File: src/rtl/obstacle_sprite_loader.sv
// Streams one 16x16 sprite (2-bit palette codes) into a sprite RAM.
// A start request latches the sprite slot; each of the 16 rows arrives as a 32-bit word over a
// valid/ready handshake and is shifted out one pixel per cycle as a RAM write.
//
// Ports:
//   clk_i, rst_ni  - clock, asynchronous active-low reset
//   start_i, sid_i - load request and target sprite slot (sampled when the request is accepted)
//   abort_i        - cancel any load in progress; wins over every other input
//   wr_valid_i, wr_data_i, wr_ready_o - row word handshake; pixel col i is wr_data_i[2i+1:2i]
//   we_o, addr_w_o, pixel_out_o       - registered sprite RAM write port
//   busy_o         - high whenever a load is in progress (any state but idle)
//   done_o         - one-cycle pulse after the final pixel write
//   start_err_o    - sticky: a start arrived while busy; cleared by the next accepted start
module obstacle_sprite_loader #(
  parameter int unsigned ADDR  = 10,
  parameter int unsigned SID_W = ADDR - 8
) (
  input  logic             clk_i,
  input  logic             rst_ni,
  input  logic             start_i,
  input  logic [SID_W-1:0] sid_i,
  input  logic             abort_i,
  input  logic             wr_valid_i,
  input  logic [31:0]      wr_data_i,
  output logic             wr_ready_o,
  output logic             we_o,
  output logic [ADDR-1:0]  addr_w_o,
  output logic [1:0]       pixel_out_o,
  output logic             busy_o,
  output logic             done_o,
  output logic             start_err_o
);

  typedef enum logic [1:0] {StIdle, StWaitRow, StShift, StDone} state_e;

  state_e           state_q;
  logic [SID_W-1:0] sid_q;
  logic [3:0]       row_q;
  logic [3:0]       col_q;
  logic [29:0]      shift_q;     // pixels of the current row not yet written
  logic             we_q;
  logic [ADDR-1:0]  addr_q;
  logic [1:0]       pixel_q;
  logic             start_err_q;

  logic [3:0] col_inc;
  assign col_inc = col_q + 4'd1;

  assign wr_ready_o  = (state_q == StWaitRow);
  assign busy_o      = (state_q != StIdle);
  assign done_o      = (state_q == StDone);
  assign we_o        = we_q;
  assign addr_w_o    = addr_q;
  assign pixel_out_o = pixel_q;
  assign start_err_o = start_err_q;

  // col_q tracks the column currently presented on the write port, so the handshake edge
  // already issues col 0 and SHIFT spans exactly 16 write cycles.
  always_ff @(posedge clk_i or negedge rst_ni) begin
    if (!rst_ni) begin
      state_q     <= StIdle;
      sid_q       <= '0;
      row_q       <= '0;
      col_q       <= '0;
      shift_q     <= '0;
      we_q        <= 1'b0;
      addr_q      <= '0;
      pixel_q     <= '0;
      start_err_q <= 1'b0;
    end else if (abort_i) begin
      state_q <= StIdle;
      we_q    <= 1'b0;
    end else begin
      if (start_i && (state_q != StIdle)) begin
        start_err_q <= 1'b1;
      end
      case (state_q)
        StIdle: begin
          if (start_i) begin
            sid_q       <= sid_i;
            row_q       <= '0;
            start_err_q <= 1'b0;
            state_q     <= StWaitRow;
          end
        end
        StWaitRow: begin
          if (wr_valid_i) begin
            shift_q <= wr_data_i[31:2];
            pixel_q <= wr_data_i[1:0];
            addr_q  <= ADDR'({sid_q, row_q, 4'd0});
            we_q    <= 1'b1;
            col_q   <= '0;
            state_q <= StShift;
          end
        end
        StShift: begin
          if (col_q == 4'd15) begin
            we_q <= 1'b0;
            if (row_q == 4'd15) begin
              state_q <= StDone;
            end else begin
              row_q   <= row_q + 4'd1;
              state_q <= StWaitRow;
            end
          end else begin
            col_q   <= col_inc;
            pixel_q <= shift_q[1:0];
            shift_q <= {2'b00, shift_q[29:2]};
            addr_q  <= ADDR'({sid_q, row_q, col_inc});
            we_q    <= 1'b1;
          end
        end
        StDone: begin
          state_q <= StIdle;
        end
        default: begin
          state_q <= StIdle;
        end
      endcase
    end
  end

endmodule
File: config.mk
export PLATFORM = sky130hd
export DESIGN_NAME = obstacle_sprite_loader
export DESIGN_NICKNAME = d
export VERILOG_FILES = /design/src/rtl/obstacle_sprite_loader.sv
export SDC_FILE = /design/constraint.sdc
export NUM_CORES = 1
export LEC_CHECK = 0
export BUFFER_PORTS_ARGS = -buffer_cell sky130_fd_sc_hd__buf_2
export CAP_MARGIN = 0
export CORE_UTILIZATION = 53
export CTS_CLUSTER_SIZE = 10
export DETAILED_ROUTE_END_ITERATION = 10
export PLACE_DENSITY = 0.83
export SLEW_MARGIN = 20
export SYNTH_ARGS = -nofsm -noshare
export SYNTH_HDL_FRONTEND = slang
export SYNTH_SLANG_ARGS = --single-unit
File: constraint.sdc
create_clock -name clk_i -period 2.1 [get_ports clk_i]
set_input_delay 0.42 -clock clk_i [delete_from_list [all_inputs] [get_ports clk_i]]
set_output_delay 0.42 -clock clk_i [all_outputs]
set_load 0.1 [all_outputs]
==> summary.md <==
| Metric | Value |
|---|---|
| Clk Tree Root Cell | clkbuf_8 |
| Final antenna-violating net count | 0 |
| Rel. slew slack | 0.647 |
| Startpoint types | flop |
| Setup Crit Path Kind | reg2out |
| IO Count | 56 |
| Routability cong. | between 0.8 and 0.9 |
| Final min period | 1.92 ns |
| Initial DRC count | 57 |
| Required @ worst endpoint | about 1.7 ns |
| Core Region | between 0.004 and 0.005 mm² |
| # nets final | 327 |
| Antenna Cells | 0 |
| DPL Wire Length | about 3200 µm |
| Syn Nets | 271 |
| Avg Cell Area, Syn | between 10 and 15 µm² |
| Fmax | around 520 MHz |
| Area grow syn2layout | 18.8% |
| YS warnings | 0 |
| Die area | between 0.004 and 0.005 mm² |
| Sw frac | 0.391 |
| Worst path cell trace | nor2b_2, buf_2 |
| Worst reg2reg path endpoint | shift_q[24] |
| Vias | between 1,500 and 2,000 |
| Outcome | finished, final reports clean |
| First-pass GRT wire length | a little under 8000 µm |
| Routed len/inst | ~13 µm |
| Slew Viols, Final | 0 |
| Fin crit share | 0.914 |
| Pin slew with the least headroom to its limit | about 0.53 ns |
| FF+latch count, synth | 52 |
| Setup repair bufs after CTS | 0 |
| RR Startpoint | col_q[0] |
| Peak supply drop | 0.727 mV |
| Worst Clk Skew | approximately 0.0085 ns |
| # rows | 24 |
| Crit Path Max Fanout | 10 |
| H-Tree Depth | 2 |
| Endpoint class of the critical path | output port |
| PD cells | about 1100 mW/mm² |
| Total track usage | 0.202 |
| P_int | 1900 µW |
| Vias in the first global route | between 1,500 and 2,000 |
| DR pass1 iterations | 4 |
| Vias/cell | roughly 5.2 |
| R2R setup slack | 0.26 ns |
| Initial antenna violation count | 0 |
| CTS resizes | 0 |
| CTS Hold Bufs | 0 |
| Hold Fails Final Rpt | 0 |
| Cells after Synth | 230 |
| Port Buf Inserts | 55 |
| Clock Path Buffers | 2 |
| CTS tree | done |
| Most common cell after layout, fill and taps aside | buf_2 |
| DRC | 0 |
| CTS Sinks | 52 |
| DRT Wirelength | about 4500 µm |
| Commonest cells after routing, fill and taps aside | 55 x buf_2, 48 x dfrtp_1, 41 x nand2_1 |
| # fillers | 351 |
| Hold slack | 0.0840 ns |
| CP Data Arrival Time | approximately 1.5 ns |
| Clock share of power | 0.215 |
| Combinational power share | 0.320 |
| HP Class | in2async |
| Post-Syn Area | ~0.0024 mm² |
| R2R depth | 6 |
| Fraction of layout cells with a size suffix above 1 | 0.289 |
| Die Width | between 60 and 70 µm |
| Worst-path clk slew | ~0.09 ns |
| Starting Density | 0.553 |
| RSZ-0062 raised after global routing | false |
| Crit path max-delay cell type | dfrtp_1 |
| Crit path largest cell delay | 0.54 ns |
| Last element of the critical path | wr_ready_o |
| Global route overflow | 0 |
| Final setup fails | 0 |
| Pin count of the biggest net entering global routing | 36 |
| Total CTS buffers | 5 |
| Sequential-to-total area share from yosys stat | 0.536 |
| Max cap viols | 0 |
| Die Span Y | roughly 70 µm |
| Sequential Power Share | 0.465 |
| Clk_lat worst skew | 0.30 ns |
| Psw | approximately 1200 µW |
| Distinct cells, synth | 34 |
| Crit path from | state_q[0] |
| Leak | between 0.001 and 0.0015 µW |
| Final setup TNS | 0 ns |
-- worst min path at each step --
stage	slack (ns)	from	end	cells past startpoint
2_1_floorplan	0.12	rst_ni	asynchronous set/reset pin	0
3_3_place_gp	0.43	rst_ni	addr_w_o[3]	1
3_5_place_dp	0.43	rst_ni	addr_w_o[3]	1
4_1_cts	0.09	rst_ni	shift_q[29]	1
5_1_grt	0.11	rst_ni	shift_q[18]	1
6_report	0.08	rst_ni	addr_w_o[7]	1
-- cell usage after synthesis --
master      n  area [µm²]
a21oi_1     3        15.0
a2bb2oi_1   1        8.76
and2_0      1        6.26
and2_1      2        12.5
and3_1      1        6.26
and4_1      1        8.76
buf_2      11        55.1
buf_6       3        33.8
clkbuf_1    2        7.51
dfrtp_1    52        1300
ha_1        2        25.0
inv_1       3        11.3
mux2_1      6        67.6
mux2_2      1        11.3
mux2_4      2        30.0
mux2i_1    31         310
nand2_1    41         154
nand2b_1    2        12.5
nand3_1     2        10.0
nand4_1     1        6.26
nand4bb_1   1        11.3
nor2_1      8        30.0
nor2b_1     3        18.8
nor3_1      1        5.00
o211ai_1    1        7.51
o21ai_0     5        25.0
o21ai_1    36         180
o311ai_0    1        8.76
o31a_1      1        8.76
o31ai_1     1        7.51
o41ai_1     1        8.76
or2_1       1        6.26
or2_2       1        6.26
xnor2_1     1        8.76
-- state kept, by name (all words and copies together) (netlist names), named ones only --
| signal | count |
|---|---|
| row_q | 4 |
| sid_q | 2 |
| we_o | 1 |
| state_q | 2 |
| addr_w_o | 7 |
| pixel_out_o | 2 |
| shift_q | 30 |
| col_q | 3 |
-- kinds of logic (layout without fill, tap and decap cells) --
logic type	count (synthesis)	after routing	synth area share
AO/OA/AOI/OAI	50	50	0.111
XOR/XNOR	1	1	0.00361
adder cells (fa/ha/maj)	2	2	0.0103
buffers and inverters	19	76	0.0444
flip-flops	52	52	0.536
multiplexers	40	40	0.173
AND/OR/NAND/NOR	66	66	0.121
-- metal layers --
metal,GRT usage,part of all wire
met1,0.292,0.49
met2,0.298,0.46
met3,0.0436,0.030
met4,0.0822,0.015
met5,0,0
-- stage by stage --
| stage | instances | cell area [µm²] | util | worst slack, ns | power [µW] |
|---|---|---|---|---|---|
| after floorplan | 230 | 2430 | - | 0.0605 | 2240 |
| after global placement | 331 | 2770 | 0.633 | 0.332 | 2440 |
| after detailed placement | 331 | 2770 | 0.633 | 0.277 | 2470 |
| after CTS | 339 | 2880 | 0.657 | 0.182 | 3140 |
| after global routing | 339 | 2880 | 0.657 | 0.115 | 3290 |
| final | 339 | 2880 | 0.657 | 0.182 | 3120 |
-- power by group through the flow --
| stage | logic [µW] | clock network (µW) | registers [µW] |
|---|---|---|---|
| floorplan | 380 | 0 | 1860 |
| global placement | 982 | 0 | 1460 |
| detailed placement | 1000 | 0 | 1470 |
| CTS | 1010 | 682 | 1450 |
| global route | 1080 | 721 | 1490 |
| finish | 999 | 673 | 1450 |
-- layout make-up --
cell class,count,area [µm²],share of cell area
Clock buffer,6,72.6,0.0252
Clock inverter,2,35.0,0.0122
Inverter,3,11.3,0.00391
Multi-Input combinational cell,159,1030,0.357
Sequential cell,52,1310,0.453
Tap cell,52,65.1,0.0226
Timing Repair Buffer,65,363,0.126
-- worst max-delay path: cells and delay by family, from the launching register on --
kind | cells | cell delay (ns)
DFF | 1 | 0.54
buffers and inverters | 1 | 0.43
and+or+nand+nor | 1 | 0.22
No activity file was read; power rests on OpenSTA's default activity.
